===== src/rtl/dlatch_capture_stage.sv =====
// Captures a held D-latch word: Q/En are synchronised, and a word is offered only
// after En falls and Q stays equal for STABLE_CYCLES samples. One offer per En-low window.
module dlatch_capture_stage #(
  parameter int WIDTH         = 4,
  parameter int STABLE_CYCLES = 3,
  parameter int CNT_W         = 8
) (
  input  logic             clk,
  input  logic             rst,
  input  logic [WIDTH-1:0] Q_in,
  input  logic             En_in,
  output logic [WIDTH-1:0] out_data,
  output logic             out_valid,
  input  logic             out_ready,
  output logic [CNT_W-1:0] accept_cnt,
  output logic             overflow
);

  typedef enum logic [1:0] {TRACK, SETTLE, OFFER, WAIT_EN} state_t;

  localparam logic [3:0] STAB_LAST = 4'(STABLE_CYCLES - 1);

  logic [WIDTH-1:0] q_s1, q_s2;
  logic             en_s1, en_s2, en_s3;
  logic             fall;

  state_t           state, state_nxt;
  logic [WIDTH-1:0] snapshot, snapshot_nxt;
  logic [3:0]       stab_cnt, stab_cnt_nxt;
  logic [WIDTH-1:0] data_r, data_nxt;
  logic             valid_r, valid_nxt;
  logic [CNT_W-1:0] cnt_r, cnt_nxt;
  logic             ovf_r, ovf_nxt;

  always_ff @(posedge clk or posedge rst) begin
    if (rst) begin
      q_s1  <= '0;
      q_s2  <= '0;
      en_s1 <= 1'b0;
      en_s2 <= 1'b0;
      en_s3 <= 1'b0;
    end else begin
      q_s1  <= Q_in;
      q_s2  <= q_s1;
      en_s1 <= En_in;
      en_s2 <= en_s1;
      en_s3 <= en_s2;
    end
  end

  // en_s3 resets low, so a reset release with En already low never looks like a fall
  assign fall = en_s3 & ~en_s2;

  always_comb begin
    state_nxt    = state;
    snapshot_nxt = snapshot;
    stab_cnt_nxt = stab_cnt;
    data_nxt     = data_r;
    valid_nxt    = valid_r;
    cnt_nxt      = cnt_r;
    ovf_nxt      = ovf_r;
    unique case (state)
      TRACK: begin
        if (fall) begin
          snapshot_nxt = q_s2;
          stab_cnt_nxt = 4'd1;
          if (STABLE_CYCLES == 1) begin
            data_nxt  = q_s2;
            valid_nxt = 1'b1;
            state_nxt = OFFER;
          end else begin
            state_nxt = SETTLE;
          end
        end
      end
      SETTLE: begin
        if (en_s2) begin
          state_nxt = TRACK;
        end else if (q_s2 != snapshot) begin
          snapshot_nxt = q_s2;
          stab_cnt_nxt = 4'd1;
        end else if (stab_cnt == STAB_LAST) begin
          data_nxt  = snapshot;
          valid_nxt = 1'b1;
          state_nxt = OFFER;
        end else begin
          stab_cnt_nxt = stab_cnt + 4'd1;
        end
      end
      OFFER: begin
        if (out_ready) begin
          valid_nxt = 1'b0;
          if (cnt_r != '1) cnt_nxt = cnt_r + 1'b1;
          state_nxt = en_s2 ? TRACK : WAIT_EN;
        end else if (fall) begin
          // new window arrives while the old word is unread: drop it, remember the loss
          ovf_nxt = 1'b1;
        end
      end
      WAIT_EN: begin
        if (en_s2) state_nxt = TRACK;
      end
      default: state_nxt = TRACK;
    endcase
  end

  always_ff @(posedge clk or posedge rst) begin
    if (rst) begin
      state    <= TRACK;
      snapshot <= '0;
      stab_cnt <= '0;
      data_r   <= '0;
      valid_r  <= 1'b0;
      cnt_r    <= '0;
      ovf_r    <= 1'b0;
    end else begin
      state    <= state_nxt;
      snapshot <= snapshot_nxt;
      stab_cnt <= stab_cnt_nxt;
      data_r   <= data_nxt;
      valid_r  <= valid_nxt;
      cnt_r    <= cnt_nxt;
      ovf_r    <= ovf_nxt;
    end
  end

  assign out_data   = data_r;
  assign out_valid  = valid_r;
  assign accept_cnt = cnt_r;
  assign overflow   = ovf_r;

endmodule


===== config.mk =====
export PLATFORM = sky130hd
export DESIGN_NAME = dlatch_capture_stage
export DESIGN_NICKNAME = d
export VERILOG_FILES = /design/src/rtl/dlatch_capture_stage.sv
export SDC_FILE = /design/constraint.sdc
export NUM_CORES = 1
export LEC_CHECK = 0
export CELL_PAD_IN_SITES_DETAIL_PLACEMENT = 1
export CELL_PAD_IN_SITES_GLOBAL_PLACEMENT = 2
export CORE_MARGIN = 1.5
export CORE_UTILIZATION = 35
export CTS_CLUSTER_SIZE = 30
export DETAILED_ROUTE_END_ITERATION = 8
export PLACE_DENSITY = 0.89
export SYNTH_ARGS = -nofsm -noshare
export SYNTH_HDL_FRONTEND = slang
export SYNTH_SLANG_ARGS = --single-unit

===== constraint.sdc =====
create_clock -name clk -period 2.3 [get_ports clk]
set_clock_uncertainty 0.15 [all_clocks]
set_input_delay 0.46 -clock clk [delete_from_list [all_inputs] [get_ports clk]]
set_output_delay 0.46 -clock clk [all_outputs]
set_load 0.005 [all_outputs]

==> results.py, run 1 <==
metrics = {
    "global_route": {
        "grt.total_usage": 0.161,
        "grt_pass1_wl_um": 5160,
        "grt_max_degree": 36,
        "antenna_found_initial": 0,
        "grt_pass1_vias": 1113,
        "grt.overflow.total": 0,
    },
    "route": {
        "wl_per_cell_um": 15.7,
        "wl_met3_um": 117,
        "drt-pass1-iter-count": 4,
        "wl_met2_um": 1550,
        "viasPerCell": 5.14,
        "wl_met1_um": 1330,
        "ant_nets": 0,
        "vias": 1002,
        "finalWirelength_um": 3060,
        "route.detailed.drc": 0,
        "drtIter0Drc": 26,
        "top_layer_used": "met4",
    },
    "logic_synthesis": {
        "yosysSeqAreaShare": 0.617,
        "yosysMostFrequentCell": "dfrtp_1",
        "ys_warn_count": 0,
        "netlist_area_sq_mm": 0.00142,
        "synth_edf_count": 0,
        "synth_cells": 117,
        "ys_async_sr_fraction": 1.00,
        "synth.top_cells.by_area": "dfrtp_1, nand2_1, xnor2_1",
        "synth_largest_area_cell": "dfrtp_1",
        "synth_cell_types": 31,
        "ys.flop_type": "dfrtp_1",
        "synth_common_cells": "dfrtp_1, nand2_1, xnor2_1, nor2_1",
        "syn_area_per_cell_sq_um": 12.1,
        "ys_seq_elements": 35,
        "synth_nets": 128,
        "yosysTopAreaCellShare": 0.617,
    },
    "sta": {
        "period_share": 0.861,
        "rsz0062_at_grt": "false",
        "fmax_mhz": 505,
        "slew_viol_final": 0,
        "fin_tns_setup_ns": 0,
        "tightest_slew_ns": 0.517,
        "setup_viol": 0,
        "finalCriticalPeriod_ns": 1.98,
        "hold_viol": 0,
        "slew_headroom": 0.653,
    },
    "floorplanning": {
        "io_pins": 22,
        "die_y_um": 66.7,
        "die_area_sq_mm": 0.00445,
        "die_w_um": 66.7,
        "core_sq_mm": 0.00377,
        "initial_core_util": 0.377,
        "num_rows": 22,
    },
    "min_path": {
        "worstHoldPathCells": 0,
        "holdPathEnd": "q_s2[3]",
        "min_from": "q_s1[3]",
        "worstHoldPathType": "reg -> reg",
    },
    "layout": {
        "area_delta_synth_final_pct": 26.9,
        "antennaDiodeCount": 0,
        "layout-drive-gt1-share": 0.122,
        "layout.nets": 157,
        "num-fill-cells": 398,
    },
    "setup_path": {
        "cp-end-kind": "register",
        "crit_slowest_cell": "dfrtp_1",
        "r2r_end": "out_data[0]",
        "cp_cell_sequence": "inv_1 > ha_1 > nor3b_1 > nand2_1 > nor3_2 > buf_4 > mux2_2",
        "rr_worst_depth": 7,
        "cpPeakStageDelay_ns": 0.40,
        "r2r_slack_ns": 0.32,
        "worstPathArrival_ns": 2.00,
        "critPathLaunchType": "register",
        "crit_path_start": "stab_cnt[0]",
        "worstPathMaxFanout": 5,
        "r2r_start": "stab_cnt[0]",
        "required_ns": 2.32,
        "critPathKind": "reg -> reg",
    },
    "run": {
        "drv_cap": 0,
    },
    "clocking": {
        "cts_resized": 0,
        "numClockSinks": 35,
        "cts_tree": "yes",
        "cts_buffers": 5,
        "postCtsHoldBufs": 0,
        "clkSlewWorstSetupHoldPaths_ns": 0.07,
        "clockBufferDepth": 2,
        "insertion_delay_ns": 0.28,
        "cts-root-buf": "clkbuf_8",
        "htreeDepth": 2,
        "post_cts_buffers": 0,
    },
    "power": {
        "p_per_area_mw_per_mm2": 675,
        "p_total_uw": 1220,
        "power.leakage_uw": 0.000828,
        "peakVddDrop_uv": 360,
    },
    "placed_design": {
        "numPortBuffers": 21,
        "place_congestion": 0.773,
        "hpwl_um": 2200,
    },
    "outcome": {
        "status": "finished clean",
    },
}
[routing by layer]
layer	vias to the layer above	global-route usage
met5	-	0
met1	510	0.189
met3	7	0.0608
met4	0	0.0612
met2	22	0.268
li1	463	-
[state kept, by name, indices dropped and copies added, names as in the netlist]
signal      flops
state           2
out_data        4
q_s1            4
q_s2            4
en_s3           1
out_valid       1
en_s1           1
snapshot        4
en_s2           1
overflow        1
accept_cnt      8
stab_cnt        4
[cell families after synthesis]
kind of cell,count (synthesis),synth area share
compound gates,13,0.0749
xor+xnor,11,0.0678
fa+ha+maj,3,0.0264
buf+inv,6,0.0185
flops,35,0.617
mux,6,0.0467
simple gates,43,0.149
[worst max path at each step]
| stage | to | slack, ns | cells after the start |
|---|---|---|---|
| after floorplan | out_data[0] | 0.44 | 6 |
| after global placement | accept_cnt[6] | 0.1 | 5 |
| after detailed placement | accept_cnt[6] | 0.03 | 5 |
| after CTS | out_data[0] | 0.30 | 7 |
| after global routing | out_data[0] | 0.16 | 7 |
| final | out_data[0] | 0.32 | 7 |
[cell usage in the layout (no fill, tap or decap), drive strengths merged]
cell type | netlist | final
a211o | 1 | 1
a22o | 2 | 2
a311o | 1 | 1
a41o | 2 | 2
and2 | 1 | 1
and4 | 1 | 1
buf | 1 | 2
clkbuf | 0 | 7
clkdlybuf4s50 | 0 | 21
clkinvlp | 0 | 1
dfrtp | 35 | 35
ha | 3 | 3
inv | 5 | 5
mux2 | 5 | 5
mux2i | 1 | 1
nand2 | 20 | 20
nand3 | 4 | 4
nand3b | 1 | 1
nor2 | 7 | 7
nor2b | 1 | 1
nor3 | 3 | 3
nor3b | 1 | 1
nor4 | 3 | 3
o21a | 2 | 2
o21ai | 2 | 2
o22a | 1 | 1
o31ai | 1 | 1
o41ai | 1 | 1
or3 | 1 | 1
xnor2 | 8 | 8
xor2 | 3 | 3
[critical path, delay by kind of cell (launching register included)]
| family | cells | cell delay (ns) |
|---|---|---|
| and+or+nand+nor | 3 | 0.53 |
| DFF | 1 | 0.40 |
| muxes | 1 | 0.34 |
| buffers and inverters | 2 | 0.26 |
| adders and majority gates | 1 | 0.18 |
[cell type report]
cell class / count / area [sq um] / share of cell area
clock buffer: 7 / 96.3 / 0.0535
clock inverter: 1 / 7.51 / 0.00417
inverter: 5 / 18.8 / 0.0104
multi-input combinational: 76 / 518 / 0.287
sequential: 35 / 876 / 0.486
tap: 48 / 60.1 / 0.0333
timing repair buffer: 23 / 225 / 0.125
[stage by stage]
stage          hold WS, ns   util  setup WS, ns  cells  cell area [sq um]
4_1_cts              0.203  0.478         0.301    195               1800
6_report             0.199  0.478         0.320    195               1800
3_5_place_dp         0.186  0.450        0.0312    187               1700
3_3_place_gp         0.185  0.450        0.0953    187               1700
5_1_grt              0.210  0.478         0.163    195               1800
2_1_floorplan        0.181      -         0.440    117               1420
[where the power goes]
group,internal [uW],total [uW],switching (uW)
clock,272,485,213
sequential,637,655,17.8
combinational,31.0,76.7,45.6
total,940,1220,276
Note: power is estimated with default switching activity, not from simulation.
==> run 2, diff against run 1 <==
--- a/config.mk
+++ b/config.mk
@@ -7,7 +7,6 @@
 export LEC_CHECK = 0
 export CELL_PAD_IN_SITES_DETAIL_PLACEMENT = 1
 export CELL_PAD_IN_SITES_GLOBAL_PLACEMENT = 2
-export CORE_MARGIN = 1.5
 export CORE_UTILIZATION = 35
 export CTS_CLUSTER_SIZE = 30
 export DETAILED_ROUTE_END_ITERATION = 8
==> run 2 against run 1 <==
Routed wire length decreased by 2.7%. Final cell count unchanged. Worst hold slack improved by 0.0013 ns. Largest power group unchanged. Via count decreased by 1.2%. Global-route usage about the same. Setup slack got worse by 0.018 ns.
==> results.py, run 2 (same netlist as run 1, synthesis figures left out) <==
metrics = {
    "route": {
        "vias": 990,
        "route.detailed.drc": 0,
        "viasPerCell": 5.08,
        "drtIter0Drc": 36,
        "ant_nets": 0,
        "wl_per_cell_um": 15.3,
        "drt-pass1-iter-count": 2,
        "finalWirelength_um": 2980,
    },
    "sta": {
        "slew_headroom": 0.643,
        "hold_viol": 0,
        "finalCriticalPeriod_ns": 2.00,
        "setup_viol": 0,
        "slew_viol_final": 0,
        "fmax_mhz": 501,
        "tightest_slew_ns": 0.532,
        "rsz0062_at_grt": "false",
        "fin_tns_setup_ns": 0,
        "period_share": 0.869,
    },
    "layout": {
        "area_delta_synth_final_pct": 28.9,
        "finalNonFillerCells": 195,
        "final_common_cell": "dfrtp_1",
        "layout.nets": 157,
        "final_cell_mix": "dfrtp_1, clkdlybuf4s50_1, nand2_1, xnor2_1, nor2_1",
        "layout-drive-gt1-share": 0.116,
        "largest_reg_flops": 8,
        "antennaDiodeCount": 0,
    },
    "clocking": {
        "cts_resized": 0,
        "cts-root-buf": "clkbuf_8",
        "clockBufferDepth": 2,
        "insertion_delay_ns": 0.29,
        "numClockSinks": 35,
        "postCtsHoldBufs": 0,
        "cts_buffers": 5,
        "clkSlewWorstSetupHoldPaths_ns": 0.07,
        "post_cts_buffers": 0,
        "cts_tree": "yes",
        "htreeDepth": 2,
    },
    "global_route": {
        "antenna_found_initial": 0,
        "grt_pass1_wl_um": 5040,
        "grt.overflow.total": 0,
        "grt_max_degree": 36,
        "use_met1": 0.184,
        "met2_usage": 0.272,
        "gr-usage-met3": 0.0590,
        "busiest_layer": "met2",
        "grt_pass1_vias": 1083,
        "grt.total_usage": 0.162,
    },
    "floorplanning": {
        "die_y_um": 65.7,
        "num_rows": 22,
        "die_w_um": 65.7,
        "core_sq_mm": 0.00377,
        "io_pins": 22,
        "initial_core_util": 0.377,
        "die_area_sq_mm": 0.00432,
    },
    "run": {
        "drv_cap": 0,
    },
    "setup_path": {
        "path_buf_inv": 2,
        "critPathKind": "reg -> reg",
        "crit_slowest_cell": "dfrtp_1",
        "cpLargestDelayFamily": "simple AND/OR/NAND/NOR gates",
        "cp-end-kind": "register",
        "critPathLaunchType": "register",
        "worstPathMaxFanout": 5,
        "required_ns": 2.32,
        "worstPathArrival_ns": 2.02,
        "cpPeakStageDelay_ns": 0.40,
        "cp_cell_sequence": "inv_1 > ha_1 > nor3b_1 > nand2_1 > nor3_2 > buf_4 > mux2_2",
    },
    "min_path": {
        "worstHoldPathType": "reg -> reg",
    },
    "outcome": {
        "status": "finished clean",
    },
    "placed_design": {
        "place_congestion": 0.750,
        "numPortBuffers": 21,
        "hpwl_um": 2150,
        "dp.cells": 187,
    },
    "power": {
        "power.leakage_uw": 0.000843,
        "p_per_area_mw_per_mm2": 755,
        "peakVddDrop_uv": 400,
    },
}
==> run 2: path summary, 6_finish.rpt <==
kind / startpoint / slack (ns) / end / cells past startpoint
hold reg to reg: q_s1[1] / 0.20 / q_s2[1] / 0
hold / removal: q_s1[1] / 0.20 / q_s2[1] / 0
max in group asynchronous: rst / 1.25 / state[1] / 3
setup reg to reg: stab_cnt[0] / 0.30 / out_data[3] / 7
setup / recovery: stab_cnt[0] / 0.30 / out_data[3] / 7
min in group asynchronous: rst / 0.44 / q_s2[2] / 3
==> run 2: cell type report <==
| type | instances | area [sq um] |
|---|---|---|
| Fill cell | 394 | 1940 |
| Sequential cell | 35 | 876 |
| Multi-Input combinational cell | 76 | 518 |
| Timing Repair Buffer | 23 | 225 |
| Clock buffer | 6 | 72.6 |
| Clock inverter | 2 | 60.1 |
| Tap cell | 48 | 60.1 |
| Inverter | 5 | 18.8 |
==> run 2: report_power, final <==
group	internal [uW]	switching [uW]	total, uW
Clock	433	220	653
Sequential	637	17.3	654
Combinational	30.9	43.8	74.7
Total	1100	281	1380
==> run 2: stage by stage <==
stage / hold slack (ns) / util / area (sq um) / setup slack [ns] / total power (uW)
after floorplan: 0.181 / - / 1420 / 0.440 / 710
after global placement: 0.186 / 0.450 / 1700 / 0.0933 / 737
after detailed placement: 0.187 / 0.450 / 1700 / 0.0720 / 743
after CTS: 0.204 / 0.485 / 1830 / 0.276 / 1400
after global routing: 0.216 / 0.485 / 1830 / 0.187 / 1440
final: 0.200 / 0.485 / 1830 / 0.302 / 1380
==> run 2: routing by layer <==
layer  up-vias  share of wire
met5         -              0
met3         6          0.045
met2        18           0.51
li1        459              -
met4         0          0.016
met1       507           0.43
==> variant 1: new RTL, settings of run 1 <==
Set the parameter `WIDTH` to 5 (it was 4).
--- a/src/rtl/dlatch_capture_stage.sv
+++ b/src/rtl/dlatch_capture_stage.sv
@@ -1,7 +1,7 @@
 // Captures a held D-latch word: Q/En are synchronised, and a word is offered only
 // after En falls and Q stays equal for STABLE_CYCLES samples. One offer per En-low window.
 module dlatch_capture_stage #(
-  parameter int WIDTH         = 4,
+  parameter int WIDTH         = 5,
   parameter int STABLE_CYCLES = 3,
   parameter int CNT_W         = 8
 ) (
Ports: changed (resized Q_in and out_data); port bits go from 22 to 24. The function was not compared with the original's and may differ.
==> variant 1 against run 1 <==
Power increased by 13%. Wire length increased by 0.20%. Setup slack worse by 170 ps. Critical path depth unchanged. Sequential cell count up 4. Final area grew 10%. Area after synthesis up 10%. Die area increased by 9.9%. Count of clock-buffer cells in the layout unchanged. Critical endpoint unchanged.
==> variant 1: results (changes against run 1) <==
INFO  metric dp_worst_setup_slack = 143 ps (was 31.2 ps)
INFO  metric vias = 991 (was 1002)
INFO  metric critPathSlowestCell = sky130_fd_sc_hd__dfrtp_1 (unchanged)
INFO  metric finished_layout_cells = 195 (unchanged)
INFO  metric reg2reg_from = stab_cnt[0] (unchanged)
INFO  metric outcome = completed (unchanged)
INFO  metric drt.antenna.violating_nets = 0 (unchanged)
INFO  metric detail_route.wirelength = 3.07 mm (was 3.06 mm)
INFO  metric fin_nets = 154 (was 157)
INFO  metric cp.arrival = 2180 ps (was 2000 ps)
INFO  metric ff2ff_setup_slack = 150 ps (was 320 ps)
INFO  metric worst_hold_startpoint = q_s1[1] (was q_s1[3])
INFO  metric global_route_wire_length_before_repair = 5.15 mm (was 5.16 mm)
INFO  metric synth_cell_type_count = 31 (unchanged)
INFO  metric timing.critical_path.from_type = register (unchanged)
INFO  metric routed-wl-met3 = 99 um (was 117 um)
INFO  metric hold_ws = 203 ps (was 199 ps)
INFO  metric detailedRoute.firstIterationViolations = 8 (was 26)
INFO  metric static-leakage-power = 0.902 nW (was 0.828 nW)
INFO  metric clock_insertion_delay_worst_skew = 290 ps
INFO  metric register_clock_pin_slew_on_the_reported_worst_setup_and_hold_paths = 70 ps (about the same)
INFO  metric synth.yosys.seq_area_share = 62.3% (was 61.7%)
INFO  metric gr-usage-all-layers = 13.7% (was 16.1%)
INFO  metric routedLengthMet1 = 1.30 mm (was 1.33 mm)
INFO  metric timing.hold.worst_endpoint = q_s2[1] (was q_s2[3])
INFO  metric vdd_drop_max = 0.367 mV (was 0.360 mV)
INFO  metric post_dp_hpwl = 2.08 mm (was 2.20 mm)
INFO  metric worst-r2r-cell-count = 7 (unchanged)
INFO  metric synth.top_cells.by_area = sky130_fd_sc_hd__dfrtp_1, sky130_fd_sc_hd__mux2_2, sky130_fd_sc_hd__xnor2_1 (was sky130_fd_sc_hd__dfrtp_1, sky130_fd_sc_hd__nand2_1, sky130_fd_sc_hd__xnor2_1)
INFO  metric slew-limit-headroom = 63.1% (was 65.3%)
INFO  metric synthesis.yosys.warnings = 0 (unchanged)
INFO  metric ctsResizeCount = 0 (unchanged)
INFO  metric synth_common_cells = sky130_fd_sc_hd__dfrtp_1, sky130_fd_sc_hd__mux2_2, sky130_fd_sc_hd__xnor2_1 (was sky130_fd_sc_hd__dfrtp_1, sky130_fd_sc_hd__nand2_1, sky130_fd_sc_hd__xnor2_1)
INFO  metric detail_route.first_pass.iterations = 5 (was 4)
INFO  metric length_of_routed_met2_wiring = 1.63 mm (was 1.55 mm)
INFO  metric io_buffer_count = 23 (was 21)
INFO  metric syn-instance-count = 109 (was 117)
INFO  metric first_global_vias = 1064 (was 1113)
INFO  metric grt_max_degree = 40 (was 36)
INFO  metric layout-drive-gt1-share = 23.1% (was 12.2%)
INFO  metric top_signal_layer_used = met4 (unchanged)
INFO  metric worst-path-max-fanout = 6 (was 5)
INFO  metric clock_path_buffers = 2 (unchanged)
INFO  metric syn_nets = 121 (was 128)
INFO  metric place_congestion = 0.780 (was 0.773)
[variant 1: worst max-delay path: cells and delay by family (launching register included)]
| family | cells | cell delay [ps] |
|---|---|---|
| buffers and inverters | 2 | 290 |
| AND/OR/NAND/NOR | 3 | 710 |
| multiplexers | 1 | 340 |
| flip-flops | 1 | 400 |
| adder cells (fa/ha/maj) | 1 | 140 |
[variant 1: per-layer routing]
| layer | vias up | track usage (%) |
|---|---|---|
| li1 | 451 | - |
| met1 | 519 | 15.8 |
| met2 | 17 | 23.6 |
| met3 | 4 | 4.62 |
| met4 | 0 | 5.13 |
| met5 | - | 0 |
[variant 1: cell families after synthesis]
| group | Yosys count | share of synthesized area (%) |
|---|---|---|
| AND/OR/NAND/NOR | 26 | 11.7 |
| AO/OA/AOI/OAI | 11 | 6.07 |
| XOR/XNOR | 12 | 6.70 |
| buffers and inverters | 5 | 1.68 |
| adder cells (fa/ha/maj) | 3 | 2.39 |
| flip-flops | 39 | 62.3 |
| multiplexers | 13 | 9.26 |
[variant 1: per-stage QoR]
| step | instance area [um^2] | power, mW | util, % |
|---|---|---|---|
| 2_1_floorplan | 1570 | 0.824 | - |
| 3_3_place_gp | 1880 | 0.875 | 43.5 |
| 3_5_place_dp | 1880 | 0.884 | 43.5 |
| 4_1_cts | 1990 | 1.40 | 45.9 |
| 5_1_grt | 1990 | 1.44 | 45.9 |
| 6_report | 1990 | 1.37 | 45.9 |
[variant 1: how the worst max path moves through the flow]
stage | to | slack [ps] | cells past startpoint
after floorplan | out_data[0] | 300 | 6
after global placement | accept_cnt[1] | 180 | 4
after detailed placement | accept_cnt[1] | 140 | 4
after CTS | out_data[3] | 130 | 7
after global routing | out_data[3] | 20 | 7
final | out_data[0] | 150 | 7
[variant 1: power by group]
part           internal [mW]  switching [mW]  total [mW]
Sequential             0.721          0.0307       0.752
Combinational         0.0657          0.0523       0.118
Clock                  0.272           0.232       0.504
Total                   1.06           0.314        1.37
[variant 1: area by class of cell]
cell class                 count  area (um^2)
timing repair buffer          27          260
clock inverter                 1         7.51
clock buffer                   7         96.3
sequential                    39          976
fill                         453         2340
multi-input combinational     65          566
inverter                       4         15.0
tap                           52         65.1
==> variant 2: new RTL, config.mk and constraints of run 1 <==
Without the edit above. Take the reset off `data_r` and load it in a clocked block of its own.
--- a/src/rtl/dlatch_capture_stage.sv
+++ b/src/rtl/dlatch_capture_stage.sv
@@ -109,7 +109,6 @@
       state    <= TRACK;
       snapshot <= '0;
       stab_cnt <= '0;
-      data_r   <= '0;
       valid_r  <= 1'b0;
       cnt_r    <= '0;
       ovf_r    <= 1'b0;
@@ -117,11 +116,14 @@
       state    <= state_nxt;
       snapshot <= snapshot_nxt;
       stab_cnt <= stab_cnt_nxt;
-      data_r   <= data_nxt;
       valid_r  <= valid_nxt;
       cnt_r    <= cnt_nxt;
       ovf_r    <= ovf_nxt;
     end
+  end
+
+  always_ff @(posedge clk) begin
+    data_r <= data_nxt;
   end
 
   assign out_data   = data_r;
Formal check against the unedited RTL: differs if rst is asserted again (counterexample within 10 cycles, from zero or initial values and one cycle with rst high); with rst held inactive, the same outputs for 10 cycles.
==> variant 2 against run 1 <==
Via count fell by 3.6%. Area after synthesis fell by 0.35%. Sequential cell count did not move. Utilization rose by 1.1 points. Highest routed layer unchanged. Power rose by 16%. Wire length fell by 8.1%. Final area rose by 2.3%. Critical path type unchanged. Largest cell class unchanged. Setup slack improved by 53 ps.
==> variant 2: results (changes against run 1) <==
INFO  metric grt_max_degree = 32 (was 36)
INFO  metric synth_common_cells = sky130_fd_sc_hd__dfrtp_1, sky130_fd_sc_hd__nand2_1, sky130_fd_sc_hd__xnor2_1 (unchanged)
INFO  metric worst-r2r-cell-count = 5 (was 7)
INFO  metric static-leakage-power = 0.815 nW (was 0.828 nW)
INFO  metric cts_bufs_inserted = 5 (unchanged)
INFO  metric async_flop_share = 88.6% (was 100%)
INFO  metric synth.yosys.seq_area_share = 63.3% (was 61.7%)
INFO  metric routedLengthMet1 = 1.24 mm (was 1.33 mm)
INFO  metric actual_transition_at_the_worst_max_transition_pin = 432 ps (was 517 ps)
INFO  metric ctsResizeCount = 0 (unchanged)
INFO  metric first_global_vias = 1044 (was 1113)
INFO  metric detail_route.wirelength = 2.82 mm (was 3.06 mm)
INFO  metric global_route_wire_length_before_repair = 4.97 mm (was 5.16 mm)
INFO  metric post_drt_via_cell_ratio = 5.11 (was 5.14)
INFO  metric layout-drive-gt1-share = 15.6% (was 12.2%)
INFO  metric critPathSlowestCell = sky130_fd_sc_hd__or3b_2 (was sky130_fd_sc_hd__dfrtp_1)
INFO  metric finished_layout_cells = 189 (was 195)
INFO  metric detailedRoute.firstIterationViolations = 25 (was 26)
INFO  metric edff_count_synth = 4 (was 0)
INFO  metric cts_max_level = 2 (unchanged)
INFO  metric place_congestion = 0.825 (was 0.773)
INFO  metric fillers = 378 (was 398)
INFO  metric synth_cell_type_count = 35 (was 31)
INFO  metric grt_antenna_before_repair = 0 (unchanged)
INFO  metric outcome = completed (unchanged)
INFO  metric syn_nets = 120 (was 128)
INFO  metric p_int = 1.13 mW (was 940 uW)
INFO  metric length_of_routed_met2_wiring = 1.39 mm (was 1.55 mm)
INFO  metric vdd_drop_max = 0.475 mV (was 0.360 mV)
INFO  metric detail_route.first_pass.iterations = 3 (was 4)
INFO  metric fin_nets = 151 (was 157)
INFO  metric largest_register_ff_count = 8 (unchanged)
INFO  metric placed_instances = 181 (was 187)
INFO  metric top_signal_layer_used = met4 (unchanged)
INFO  metric post_dp_hpwl = 1.95 mm (was 2.20 mm)
INFO  metric gr-usage-all-layers = 15.4% (was 16.1%)
INFO  metric synth.top_cells.by_area = sky130_fd_sc_hd__dfrtp_1, sky130_fd_sc_hd__edfxtp_1, sky130_fd_sc_hd__xnor2_1 (was sky130_fd_sc_hd__dfrtp_1, sky130_fd_sc_hd__nand2_1, sky130_fd_sc_hd__xnor2_1)
INFO  metric syn-instance-count = 109 (was 117)
INFO  metric clock_path_buffers = 2 (unchanged)
INFO  metric slowest_delay = 490 ps (was 400 ps)
INFO  metric routed-wl-met3 = 125 um (was 117 um)
INFO  metric holdPathStages = 0 (unchanged)
## variant 2: worst paths after layout
path	start	endpoint	slack [ps]
worst max register to register	stab_cnt[0]	out_valid	370
worst min-delay path	q_s1[2]	q_s2[2]	200
worst min register to register	q_s1[2]	q_s2[2]	200
min in group asynchronous	rst	q_s1[1]	400
max in group asynchronous	rst	out_valid	1310
worst max-delay path	stab_cnt[0]	out_valid	370
## variant 2: power groups by stage
stage | Clock [mW] | Combinational [mW] | Sequential (mW)
floorplan | 0 | 0.0609 | 0.678
global placement | 0 | 0.0858 | 0.684
detailed placement | 0 | 0.0883 | 0.686
CTS | 0.665 | 0.0899 | 0.674
global route | 0.697 | 0.0999 | 0.677
finish | 0.650 | 0.0877 | 0.674
## variant 2: cells by family (layout without fill, tap and decap cells)
group	after synthesis	in the layout	synth area share [%]
adders and majority gates	3	3	2.65
muxes	5	5	3.98
buffers and inverters	5	37	1.41
DFF	35	35	63.3
xor gates and xnor gates	11	11	6.81
and+or+nand+nor	34	34	13.4
AOI/OAI and AO/OA	16	16	8.40
## variant 2: cell type report
type	instances	share of cell area, %
timing repair buffer	25	13.0
multi-input combinational	69	27.1
inverter	4	0.815
clock buffer	6	3.94
clock inverter	2	3.26
sequential	35	48.6
tap	48	3.26
## variant 2: through the flow
stage	util [%]	worst slack, ps	hold slack (ps)	cell area (um^2)
floorplan	-	453	181	1420
global placement	45.4	316	185	1710
detailed placement	45.4	267	187	1710
CTS	48.9	359	203	1840
global route	48.9	212	212	1840
finish	48.9	373	200	1840
## variant 2: routing by layer
metal | global-route usage (%) | vias to the layer above
met4 | 6.12 | 0
met2 | 25.4 | 22
met3 | 5.57 | 6
li1 | - | 443
met5 | 0 | -
met1 | 18.3 | 495
